--- config.mk ---
export PLATFORM = sky130hd
export DESIGN_NAME = bcd_accumulator
export DESIGN_NICKNAME = d
export VERILOG_FILES = /design/src/rtl/bcd_pkg.sv /design/src/rtl/bcd_digit_add.sv /design/src/rtl/bcd_accumulator.sv
export SDC_FILE = /design/constraint.sdc
export NUM_CORES = 1
export LEC_CHECK = 0
export CAP_MARGIN = 10
export CORE_MARGIN = 1
export CORE_UTILIZATION = 23
export CTS_CLUSTER_DIAMETER = 120
export DETAILED_ROUTE_END_ITERATION = 10
export SLEW_MARGIN = 20
export SYNTH_ARGS = -nofsm -noshare
export SYNTH_HDL_FRONTEND = slang
export SYNTH_HIERARCHICAL = 1
export SYNTH_SLANG_ARGS = --single-unit
--- constraint.sdc ---
create_clock -name clk -period 5.05 [get_ports clk]
set_input_delay 0.505 -clock clk [delete_from_list [all_inputs] [get_ports clk]]
set_output_delay 0.505 -clock clk [all_outputs]
set_load 0.005 [all_outputs]
--- src/rtl/bcd_pkg.sv ---
// Shared types and constants for the BCD running-sum datapath.
package bcd_pkg;

   typedef logic [3:0] bcd_t;

   typedef enum logic [1:0] {
      IDLE     = 2'd0,
      ADD_ONES = 2'd1,
      ADD_TENS = 2'd2
   } state_t;

   localparam bcd_t BCD_MAX = 4'd9;

endpackage

--- src/rtl/bcd_digit_add.sv ---
// Combinational single-digit BCD add: a + b + ci, corrected back into 0..9
// with a decimal carry out whenever the binary sum exceeds nine.
module bcd_digit_add
   import bcd_pkg::*;
(
   input  bcd_t a,
   input  bcd_t b,
   input  logic ci,
   output bcd_t s,
   output logic co
);

   logic [4:0] raw;
   logic [4:0] adj;

   // Binary add, then subtract ten when the result leaves the BCD range
   always_comb begin
      raw = {1'b0, a} + {1'b0, b} + {4'd0, ci};
      adj = raw - 5'd10;
      if (raw > {1'b0, BCD_MAX}) begin
         s  = adj[3:0];
         co = 1'b1;
      end else begin
         s  = raw[3:0];
         co = 1'b0;
      end
   end

endmodule

--- src/rtl/bcd_accumulator.sv ---
// Two-digit BCD running-sum register. A synchronized, edge-detected key press
// adds one validated decimal digit into a stored 00..99 total over two cycles
// (ones then tens), with sticky overflow and bad-digit flags.
module bcd_accumulator
   import bcd_pkg::*;
#(
   parameter int SYNC_STAGES = 2
)(
   input  logic       clk,
   input  logic       rst,
   input  logic [3:0] add_digit,
   input  logic       add_key,
   input  logic       clr,
   output logic [3:0] acc_ones,
   output logic [3:0] acc_tens,
   output logic       ovf,
   output logic       err,
   output logic       busy
);

   logic [SYNC_STAGES-1:0] sync;
   logic                   k_s;
   logic                   k_prev;
   logic                   req;

   state_t state;
   bcd_t   op;
   logic   carry;

   bcd_t   add_a;
   bcd_t   add_b;
   logic   add_ci;
   bcd_t   add_s;
   logic   add_co;

   assign k_s = sync[SYNC_STAGES-1];
   assign req = k_s & ~k_prev;

   // Metastability chain for the asynchronous key plus one-cycle delay for edge detect
   always_ff @(posedge clk or posedge rst) begin
      if (rst) begin
         sync   <= '0;
         k_prev <= 1'b0;
      end else begin
         sync   <= {sync[SYNC_STAGES-2:0], add_key};
         k_prev <= k_s;
      end
   end

   // One shared digit adder: ones step adds the operand, tens step adds the carry
   always_comb begin
      add_a  = acc_ones;
      add_b  = op;
      add_ci = 1'b0;
      if (state == ADD_TENS) begin
         add_a  = acc_tens;
         add_b  = '0;
         add_ci = carry;
      end
   end

   bcd_digit_add u_digit_add (
      .a  (add_a),
      .b  (add_b),
      .ci (add_ci),
      .s  (add_s),
      .co (add_co)
   );

   // Control FSM and total registers; clr overrides any add in flight
   always_ff @(posedge clk or posedge rst) begin
      if (rst) begin
         state    <= IDLE;
         busy     <= 1'b0;
         op       <= '0;
         carry    <= 1'b0;
         acc_ones <= '0;
         acc_tens <= '0;
         ovf      <= 1'b0;
         err      <= 1'b0;
      end else if (clr) begin
         state    <= IDLE;
         busy     <= 1'b0;
         acc_ones <= '0;
         acc_tens <= '0;
         ovf      <= 1'b0;
         err      <= 1'b0;
      end else begin
         case (state)
            IDLE: begin
               if (req) begin
                  if (add_digit > BCD_MAX) begin
                     err <= 1'b1;
                  end else begin
                     op    <= add_digit;
                     err   <= 1'b0;
                     state <= ADD_ONES;
                     busy  <= 1'b1;
                  end
               end
            end
            ADD_ONES: begin
               acc_ones <= add_s;
               carry    <= add_co;
               state    <= ADD_TENS;
            end
            ADD_TENS: begin
               acc_tens <= add_s;
               if (add_co) ovf <= 1'b1;
               state <= IDLE;
               busy  <= 1'b0;
            end
            default: begin
               state <= IDLE;
               busy  <= 1'b0;
            end
         endcase
      end
   end

endmodule

==> reports/metrics.csv <==
stage;metric;value;unit
pwr;p_seq_share;45.7;%
clocking;htreeDepth;1;
pwr;p_sw_share;29.7;%
clocking;clkLatencyLatePin;0.26;ns
timing;maxSlewViolCount;0;
timing;finalCritPeriodShare;73.6;%
timing;fmaxAchievable;0.269;GHz
placement;io_buffer_count;18;
layout;utilization;29.9;%
drt;drt_wl_total;2290;um
status;outcome;finished, final reports clean;
logic_synthesis;synthTopCellsByArea;dfrtp_1 47%, mux2i_1 8.0%, mux2_2 6.0%;
drt;dr.pass1.iters;4;
floorplanning;die_h;71.8;um
placement;gp_congestion;0.752;
timing;tns;0;ns
timing;skew;0.00316;ns
pwr;power_frac_clock;26.6;%
critical_path;startpoint;state[1];
logic_synthesis;syn_inst;99;
drt;wl_per_cell;13.3;um
timing;rsz0062_at_grt;no;
clocking;clkTransAtPathRegs;0.08;ns
timing;finalHoldViolations;0;
clocking;postCtsSetupBuffers;0;
hold_path;hp-class;reg -> reg;
grt;busiest_layer;met2;
grt;overflow;0;
placement;pre_cts_ws;1.37;ns
drt;via_count;790;
drt;viasPerCell;4.59;
logic_synthesis;synth_top_area_share;46.9;%
clocking;cts_max_path_buffers;2;
critical_path;r2r-start;state[1];
critical_path;critPathLaunchType;flip-flop;
critical_path;crit_path_end_kind;flip-flop;
layout;antenna-diode-count;0;
logic_synthesis;ys_ff_latch;21;
critical_path;critPathKind;reg -> reg;
critical_path;crit_fanout;14;
timing;setup_slack;1.33;ns
floorplanning;row_count;25;
grt;grt_max_degree;22;
layout;mostFrequentLayoutCells;21 x dfrtp_1, 18 x clkdlybuf4s50_1, 12 x nor2_1;
floorplanning;die_area;5150;um2
logic_synthesis;ys_types;31;
clocking;ctsResizeCount;0;
clocking;cts-hold-fix-buffers;0;
timing;period_minus_slack;3.72;ns
pwr;p_comb_share;27.8;%
floorplanning;start_util;23.9;%
job;max_cap_viol_count;0;
logic_synthesis;synth_nets;113;
logic_synthesis;ys_warn_count;6;
logic_synthesis;synth_edf_count;0;
pwr;internal-power;0.000295;W
layout;multi_input_area;563;um2
floorplanning;core-area;4690;um2
critical_path;ff2ff_setup_slack;1.33;ns
grt;grt_pass1_vias;819;
placement;dp_cells;168;
layout;final_cells;172;
layout;regArea;526;um2
logic_synthesis;synth_top_area_cell;dfrtp_1;
critical_path;cp.required;5.24;ns
logic_synthesis;synth_area;1120;um2
critical_path;cp_data_arrival_time;3.91;ns
grt;grt_util_met2;16.9;%
drt;drt-initial-drc-count;28;
drt;drc;0;
grt;antenna_found_initial;0;
pwr;finalPower;0.000420;W
layout;layout_commonest_cell;dfrtp_1;
layout;fill_cells;495;
layout;syn_to_final_growth;25.1;%
pwr;p_sw;0.000125;W
timing;slew_headroom;47.1;%
layout;final_nets;133;
pwr;peakVddDrop;124;uV
clocking;cts.sinks;21;
grt;gr-usage-met3;2.11;%
pwr;leakage;0.603;nW
timing;worst_slew_pin_slew;0.793;ns
clocking;cts_root_buffer;clkbuf_8;
clocking;numCtsBuffers;3;
timing;setup_viol;0;
logic_synthesis;synthArstFlopShare;100;%
pwr;power.density;300;nW/um2
layout;layout-drive-gt1-share;12.7;%
logic_synthesis;avgSynthCellArea;11.3;um2
logic_synthesis;ys_seq_area_share;46.9;%
drt;ant_nets;0;
grt;grtUsageTotal;9.52;%
grt;grt_pass1_wl;3840;um
floorplanning;num_io_pins;19;
clocking;cts_tree;built;
placement;post-dp-hpwl;1720;um
hold_path;hp-start;sync[0];
grt;grt.met1_usage;11.4;%
floorplanning;die_w;71.8;um
logic_synthesis;ys.flop_type;dfrtp_1;
cells by family after synthesis:
logic type	Yosys count	synth area share [%]
and+or+nand+nor	30	14.7
adders and majority gates	6	8.05
AOI/OAI and AO/OA	18	11.8
muxes	15	14.1
DFF	21	46.9
xor gates and xnor gates	2	1.56
buffers and inverters	7	2.79
routing by layer:
metal  vias up  share of wire, %
li1        386                 -
met1       380                46
met2        22                48
met3         2               4.3
met4         0              0.92
met5         -                 0
path summary, 6_finish.rpt:
| path | cells past startpoint | endpoint |
|---|---|---|
| worst max-delay path | 12 | acc_ones[2] |
| worst min-delay path | 0 | sync[1] |
| worst max register to register | 12 | acc_ones[2] |
| worst min register to register | 0 | sync[1] |
| max in group asynchronous | 2 | acc_tens[1] |
| min in group asynchronous | 2 | sync[0] |
flip-flops by register name, summed over array words and instances (netlist names):
signal,count
k_prev,1
ovf,1
acc_ones,4
acc_tens,4
state,2
sync,2
carry,1
err,1
op,4
busy,1
power groups by stage:
stage               Sequential (W)  Combinational [W]  Clock, W
floorplan                 0.000193          0.0000868         0
global placement          0.000195           0.000113         0
detailed placement        0.000196           0.000117         0
CTS                       0.000192           0.000118  0.000117
global route              0.000195           0.000130  0.000124
finish                    0.000192           0.000117  0.000112
through the flow:
step           cell area, um2  hold slack [ns]
2_1_floorplan            1120            0.331
3_3_place_gp             1360            0.334
3_5_place_dp             1360            0.341
4_1_cts                  1400            0.360
5_1_grt                  1400            0.378
6_report                 1400            0.357
worst max-delay path, cell delays in order, from the launching register on:
cell     delay, ns
dfrtp_1       0.46
nor2b_1       0.16
buf_4         0.23
mux2_2        0.38
fa_1          0.46
fa_1          0.42
xnor2_1       0.19
ha_1          0.25
a31o_1        0.23
o31ai_4       0.35
mux2i_1       0.29
mux2i_1       0.12
nor2_1        0.10
cell usage after synthesis (2+ instances only):
library cell  instances
o22a_1                2
mux2i_1               9
a21o_1                2
nor2b_1               7
clkbuf_1              2
inv_1                 3
and2_1                2
mux2_2                6
dfrtp_1              21
nor2_1               12
xnor2_1               2
and3_1                2
fa_1                  2
a21oi_1               6
ha_1                  4
o21ai_0               2
area by class of cell:
class | instances | area share (%)
clock buffer | 3 | 2.95
inverter | 3 | 0.804
tap | 54 | 4.82
timing repair buffer | 19 | 13.4
sequential | 21 | 37.5
multi-input combinational | 71 | 40.2
clock inverter | 1 | 0.357
Power figures use the tool's default switching activity.
==> edit 1: new RTL, same flow settings <==
Change the parameter `SYNC_STAGES` from 2 to 4.
--- a/src/rtl/bcd_accumulator.sv
+++ b/src/rtl/bcd_accumulator.sv
@@ -4,7 +4,7 @@
 module bcd_accumulator
    import bcd_pkg::*;
 #(
-   parameter int SYNC_STAGES = 2
+   parameter int SYNC_STAGES = 4
 )(
    input  logic       clk,
    input  logic       rst,
Behaviour: not the same (Yosys sat finds a counterexample within 4 cycles, from zero or initial values and one cycle with rst high).
==> edit 1 against the unedited design <==
  * Worst hold slack got worse by 3.8 ps
  * Routed wire length up 4.3%
  * Cell area grew 5.1%
  * Sequential cell count rose by 2
  * Total power is 4.7% higher
  * Area after synthesis up 5.3%
  * Sequential share of layout area rose by 1.6 points
  * Setup slack improved by 220 ps
  * Critical path type unchanged
  * Highest routed layer unchanged
==> edit 1: results (changes against the unedited design) <==
Clocking
  • CTS Buffer Depth: 2 (unchanged)
  • Setup bufs post-CTS: 0 (unchanged)
  • Clk_lat worst skew: 260 ps (about the same)
  • H-tree Lvls: 1 (unchanged)
  • TritonCTS buffer count: 3 (unchanged)
  • Reg clk slew, reported paths: 80 ps (about the same)
  • Root buf cell: clkbuf_8 (unchanged)
  • Post-CTS Resized: 0 (unchanged)

Global routing
  • GR Overflow Total: 0 (unchanged)
  • Vias in the first global route: 861 (was 819)
  • First-pass GRT wire length: 4298 um (was 3843 um)
  • Initial antenna violation count: 0 (unchanged)
  • GRT Overall Usage: 10.44% (was 9.521%)
  • Largest net degree at the start of global routing: 24 (was 22)

Placed design
  • Final HPWL DP: 1746 um (was 1718 um)
  • GPL Wtd Cong: 0.8158 (was 0.7522)
  • Port buffer count: 18 (unchanged)

Setup path
  • Max Fanout on Critical Path: 10 (was 14)
  • Setup crit start: state[1] (unchanged)
  • R2R depth: 12 (unchanged)

Synth
  • Synth area leaders: dfrtp_1, nand2_1, a21oi_1 (was dfrtp_1, mux2i_1, mux2_2)
  • Synth warn: 6 (unchanged)
  • Synth unique cells: 33 (was 31)
  • Syn nets: 128 (was 113)
  • Ranking of synthesized cells by instance count: dfrtp_1, nand2_1, a21oi_1 (was dfrtp_1, nor2_1, mux2i_1)
  • Seq/Total Area, Yosys: 48.83% (was 46.93%)
  • Async S/R FF share, synth: 100.0% (unchanged)

Layout
  • Fraction of layout cells with a size suffix above 1: 9.091% (was 12.71%)
  • Nets@finish: 147 (was 133)
  • Fillers: 525 (was 495)
  • Antenna cells: 0 (unchanged)

Worst hold path
  • HP Start: sync[2] (was sync[0])
  • Worst hold path class: reg -> reg (unchanged)
  • Hold depth: 0 (unchanged)

Timing
  • Worst Max-Slew Pin Slew: 906.9 ps (was 792.9 ps)
  • Final Skew: 5.604 ps (was 3.158 ps)

Drt
  • Initial detailed-routing violation count: 10 (was 28)
  • Vias/cell: 4.327 (was 4.593)
  • Pre-antenna DRT Iters: 4 (unchanged)
  • Final wirelength: 2390 um (was 2292 um)

Status
  • Outcome: finished clean (unchanged)

Pwr
  • Static Leak: 0.6354 nW (was 0.6029 nW)
  • Max VDD drop: 178.3 uV (was 124.3 uV)
[edit 1: through the flow]
| stage | worst slack [ps] | instances | cell area [um2] | hold slack (ps) | total power [W] |
|---|---|---|---|---|---|
| floorplan | 1891 | 114 | 1179 | 331.2 | 0.0002952 |
| global placement | 1671 | 195 | 1426 | 333.6 | 0.0003268 |
| finish | 1554 | 199 | 1473 | 352.9 | 0.0004396 |
| global route | 1313 | 199 | 1473 | 365.1 | 0.0004708 |
| detailed placement | 1638 | 195 | 1426 | 337.1 | 0.0003285 |
| CTS | 1573 | 199 | 1473 | 356.5 | 0.0004452 |
[edit 1: where the power goes]
| part | internal [W] | total, W | leakage [nW] | switching [W] |
|---|---|---|---|---|
| registers | 0.000200 | 0.000209 | 0.299 | 0.00000921 |
| logic | 0.0000551 | 0.000116 | 0.311 | 0.0000610 |
| clock network | 0.0000551 | 0.000114 | 0.0255 | 0.0000593 |
| total | 0.000310 | 0.000440 | 0.635 | 0.000130 |
[edit 1: worst max-delay path, cell delays in order (launching register included)]
cell     delay (ps)
dfrtp_1         470
and2b_2         320
nand2_1          90
nand2_1          70
fa_1            460
fa_1            430
xnor2_1         180
ha_1            240
a31o_1          230
o31ai_4         370
mux2i_1         330
nand2_1          90
a21oi_1         130
[edit 1: cells by family (layout without fill, tap and decap cells)]
logic type                 after synthesis  after routing  share of synthesized area (%)
and+or+nand+nor                         47             47                          20.59
DFF                                     23             23                          48.83
AOI/OAI and AO/OA                       22             22                          12.95
muxes                                    7              7                          6.157
buffers and inverters                    7             25                          2.335
adders and majority gates                6              6                          7.644
xor gates and xnor gates                 2              2                          1.486
[edit 1: path summary, 6_finish.rpt]
kind | end | slack, ps
setup / recovery | acc_tens[2] | 1550
hold / removal | sync[3] | 350
setup reg to reg | acc_tens[2] | 1550
hold reg to reg | sync[3] | 350
max in group asynchronous | op[1] | 3760
min in group asynchronous | acc_ones[0] | 730
[edit 1: layer usage]
layer	global-route usage [%]	vias to the layer above	share of wire, %
li1	-	429	-
met1	14.63	418	48
met2	15.49	10	47
met3	1.783	4	2.6
met4	5.128	0	1.8
met5	0	-	0
[edit 1: layout make-up]
type | instances | area, um2 | share of cell area, %
clock buffers | 3 | 41.29 | 2.804
flip-flops and latches | 23 | 575.6 | 39.08
clock inverters | 1 | 5.005 | 0.3398
well taps | 67 | 83.83 | 5.692
multi-input cells | 84 | 575.6 | 39.08
repair buffers | 18 | 180.2 | 12.23
inverters | 3 | 11.26 | 0.7647
==> edit 2: new RTL, same flow settings <==
Made on the original files. Reset style: synchronous (`rst`), changed in 2 clocked blocks. Comments in the files are not updated.
--- a/src/rtl/bcd_accumulator.sv
+++ b/src/rtl/bcd_accumulator.sv
@@ -37,7 +37,7 @@
    assign req = k_s & ~k_prev;
 
    // Metastability chain for the asynchronous key plus one-cycle delay for edge detect
-   always_ff @(posedge clk or posedge rst) begin
+   always_ff @(posedge clk) begin
       if (rst) begin
          sync   <= '0;
          k_prev <= 1'b0;
@@ -68,7 +68,7 @@
    );
 
    // Control FSM and total registers; clr overrides any add in flight
-   always_ff @(posedge clk or posedge rst) begin
+   always_ff @(posedge clk) begin
       if (rst) begin
          state    <= IDLE;
          busy     <= 1'b0;
Formal check against the unedited RTL: differs if rst is asserted again (counterexample within 4 cycles, from zero or initial values and one cycle with rst high); with rst held inactive, the same outputs for 10 cycles.
==> edit 2 against the unedited design <==
  * Routed wire length fell by 1.1%
  * Area after synthesis decreased by 4.6%
  * Clock skew decreased by 1.3 ps
  * Cell area fell by 4.3%
  * Setup slack better by 300 ps
  * Die area decreased by 4.4%
  * Sequential cell count stayed put
  * Critical endpoint is now carry
  * Largest cell class unchanged
  * Highest routed layer unchanged
Power is not compared: it rests on default switching activity, and its combinational part moved more than twofold at a synthesized area within 25%.
==> edit 2: results (changes against the unedited design) <==
Drt
  • Final wirelength: 2266 um (was 2292 um)
  • Vias/cell: 4.667 (was 4.593)
  • Initial detailed-routing violation count: 37 (was 28)

Setup path
  • Crit path arrival time: 3610 ps (was 3910 ps)
  • Slowest stage delay, CP: 430 ps (was 460 ps)
  • R2R depth: 10 (was 12)
  • Worst reg2reg path startpoint: state[0] (was state[1])
  • Slowest stage cell, crit path: fa_1 (was dfrtp_1)
  • Critical R2R Capture: carry (was acc_ones[2])
  • R2R setup slack: 1630 ps (was 1330 ps)
  • Max Fanout on Critical Path: 12 (was 14)

Synth
  • Syn nets: 137 (was 113)
  • Multiplexer share of the synthesized area: 4.684% (was 14.08%)
  • Synth Area in XOR/XNOR: 1.639% (was 1.564%)
  • Seq/Total Area, Yosys: 39.34% (was 46.93%)
  • Compound-Gate Fraction of Synth Area: 17.45% (was 11.84%)
  • Synth area leaders: dfxtp_1, a21oi_1, nand2_1 (was dfrtp_1, mux2i_1, mux2_2)
  • Post-Synth Adder-Cell Area: 8.431% (was 8.045%)
  • Synth warn: 6 (unchanged)
  • Async S/R FF share, synth: 0% (was 100.0%)
  • Ranking of synthesized cells by instance count: nand2_1, dfxtp_1, a21oi_1 (was dfrtp_1, nor2_1, mux2i_1)

Global routing
  • GRT Overall Usage: 9.985% (was 9.521%)
  • First-pass GRT wire length: 3815 um (was 3843 um)
  • Largest net degree at the start of global routing: 14 (was 22)
  • Initial antenna violation count: 0 (unchanged)
  • Vias in the first global route: 812 (was 819)

Clocking
  • H-tree Lvls: 1 (unchanged)

Placed design
  • GPL Wtd Cong: 0.7616 (was 0.7522)
  • Dpl ws: 1680 ps (was 1374 ps)

Status
  • Outcome: finished clean (unchanged)

Worst hold path
  • HP Start: sync[0] (unchanged)
  • Hold depth: 1 (was 0)
  • Hold Path Sink: sync[1] (unchanged)

Timing
  • Slew headroom: 53.90% (was 47.08%)
  • Final Skew: 1.866 ps (was 3.158 ps)
  • Worst hold slack: 448.4 ps (was 356.8 ps)

Pwr
  • Static Leak: 0.5032 nW
  • Switching Power: 0.00006881 W

Layout
  • Fraction of layout cells with a size suffix above 1: 6.429% (was 12.71%)
  • Nets@finish: 155 (was 133)
## edit 2: cell count changes in the layout (fill, tap and decap cells not counted), sizes merged, moves of 6 or more
cell,before,now
mux2,6,0
a21oi,6,17
dfrtp,21,0
nand2,1,22
dfxtp,0,21
## edit 2: layer usage
layer	global-route usage (%)	part of all wire (%)	vias to the layer above	routed length, um
met5	0	0	-	0
li1	-	-	463	-
met4	7.111	3.2	0	72
met2	14.10	43	25	975
met3	2.165	3.7	6	84
met1	13.32	50	402	1133
## edit 2: critical path, delay by kind of cell, from the launching register on
family          cells  cell delay [ps]
compound gates      3              690
xor+xnor            1              190
fa+ha+maj           3             1110
flops               1              360
simple gates        3              990
## edit 2: cell families (layout without fill, tap and decap cells)
kind of cell | after synthesis | after routing
compound gates | 29 | 29
xor+xnor | 2 | 2
fa+ha+maj | 6 | 6
buf+inv | 7 | 24
flops | 21 | 21
mux | 5 | 5
simple gates | 53 | 53
## edit 2: metrics by stage
step	std cells	instance area, um2
after global placement	188	1295
after floorplan	123	1069
after detailed placement	188	1295
after CTS	192	1341
final	192	1341
after global routing	192	1341
## edit 2: worst max path at each step
| stage | start | to | slack, ps | cells past startpoint |
|---|---|---|---|---|
| after global placement | state[1] | carry | 1800 | 10 |
| final | state[0] | carry | 1630 | 10 |
| after CTS | state[0] | carry | 1640 | 10 |
| after detailed placement | state[0] | carry | 1680 | 10 |
| after floorplan | state[0] | carry | 1920 | 11 |
| after global routing | state[0] | carry | 1460 | 10 |
## edit 2: cell type report
class | count | area, um2
Clock buffer | 3 | 41.29
Clock inverter | 1 | 5.005
Fill cell | 463 | 3073
Inverter | 2 | 7.507
Multi-Input combinational cell | 95 | 621.8
Sequential cell | 21 | 420.4
Tap cell | 52 | 65.06
Timing Repair Buffer | 18 | 180.2
## edit 2: power by group through the flow
stage	combinational (W)	sequential, W	clock, W
floorplan	0.0000119	0.000172	0
global placement	0.0000220	0.000172	0
detailed placement	0.0000219	0.000172	0
CTS	0.0000220	0.000168	0.000117
global route	0.0000244	0.000169	0.000124
finish	0.0000221	0.000168	0.000111
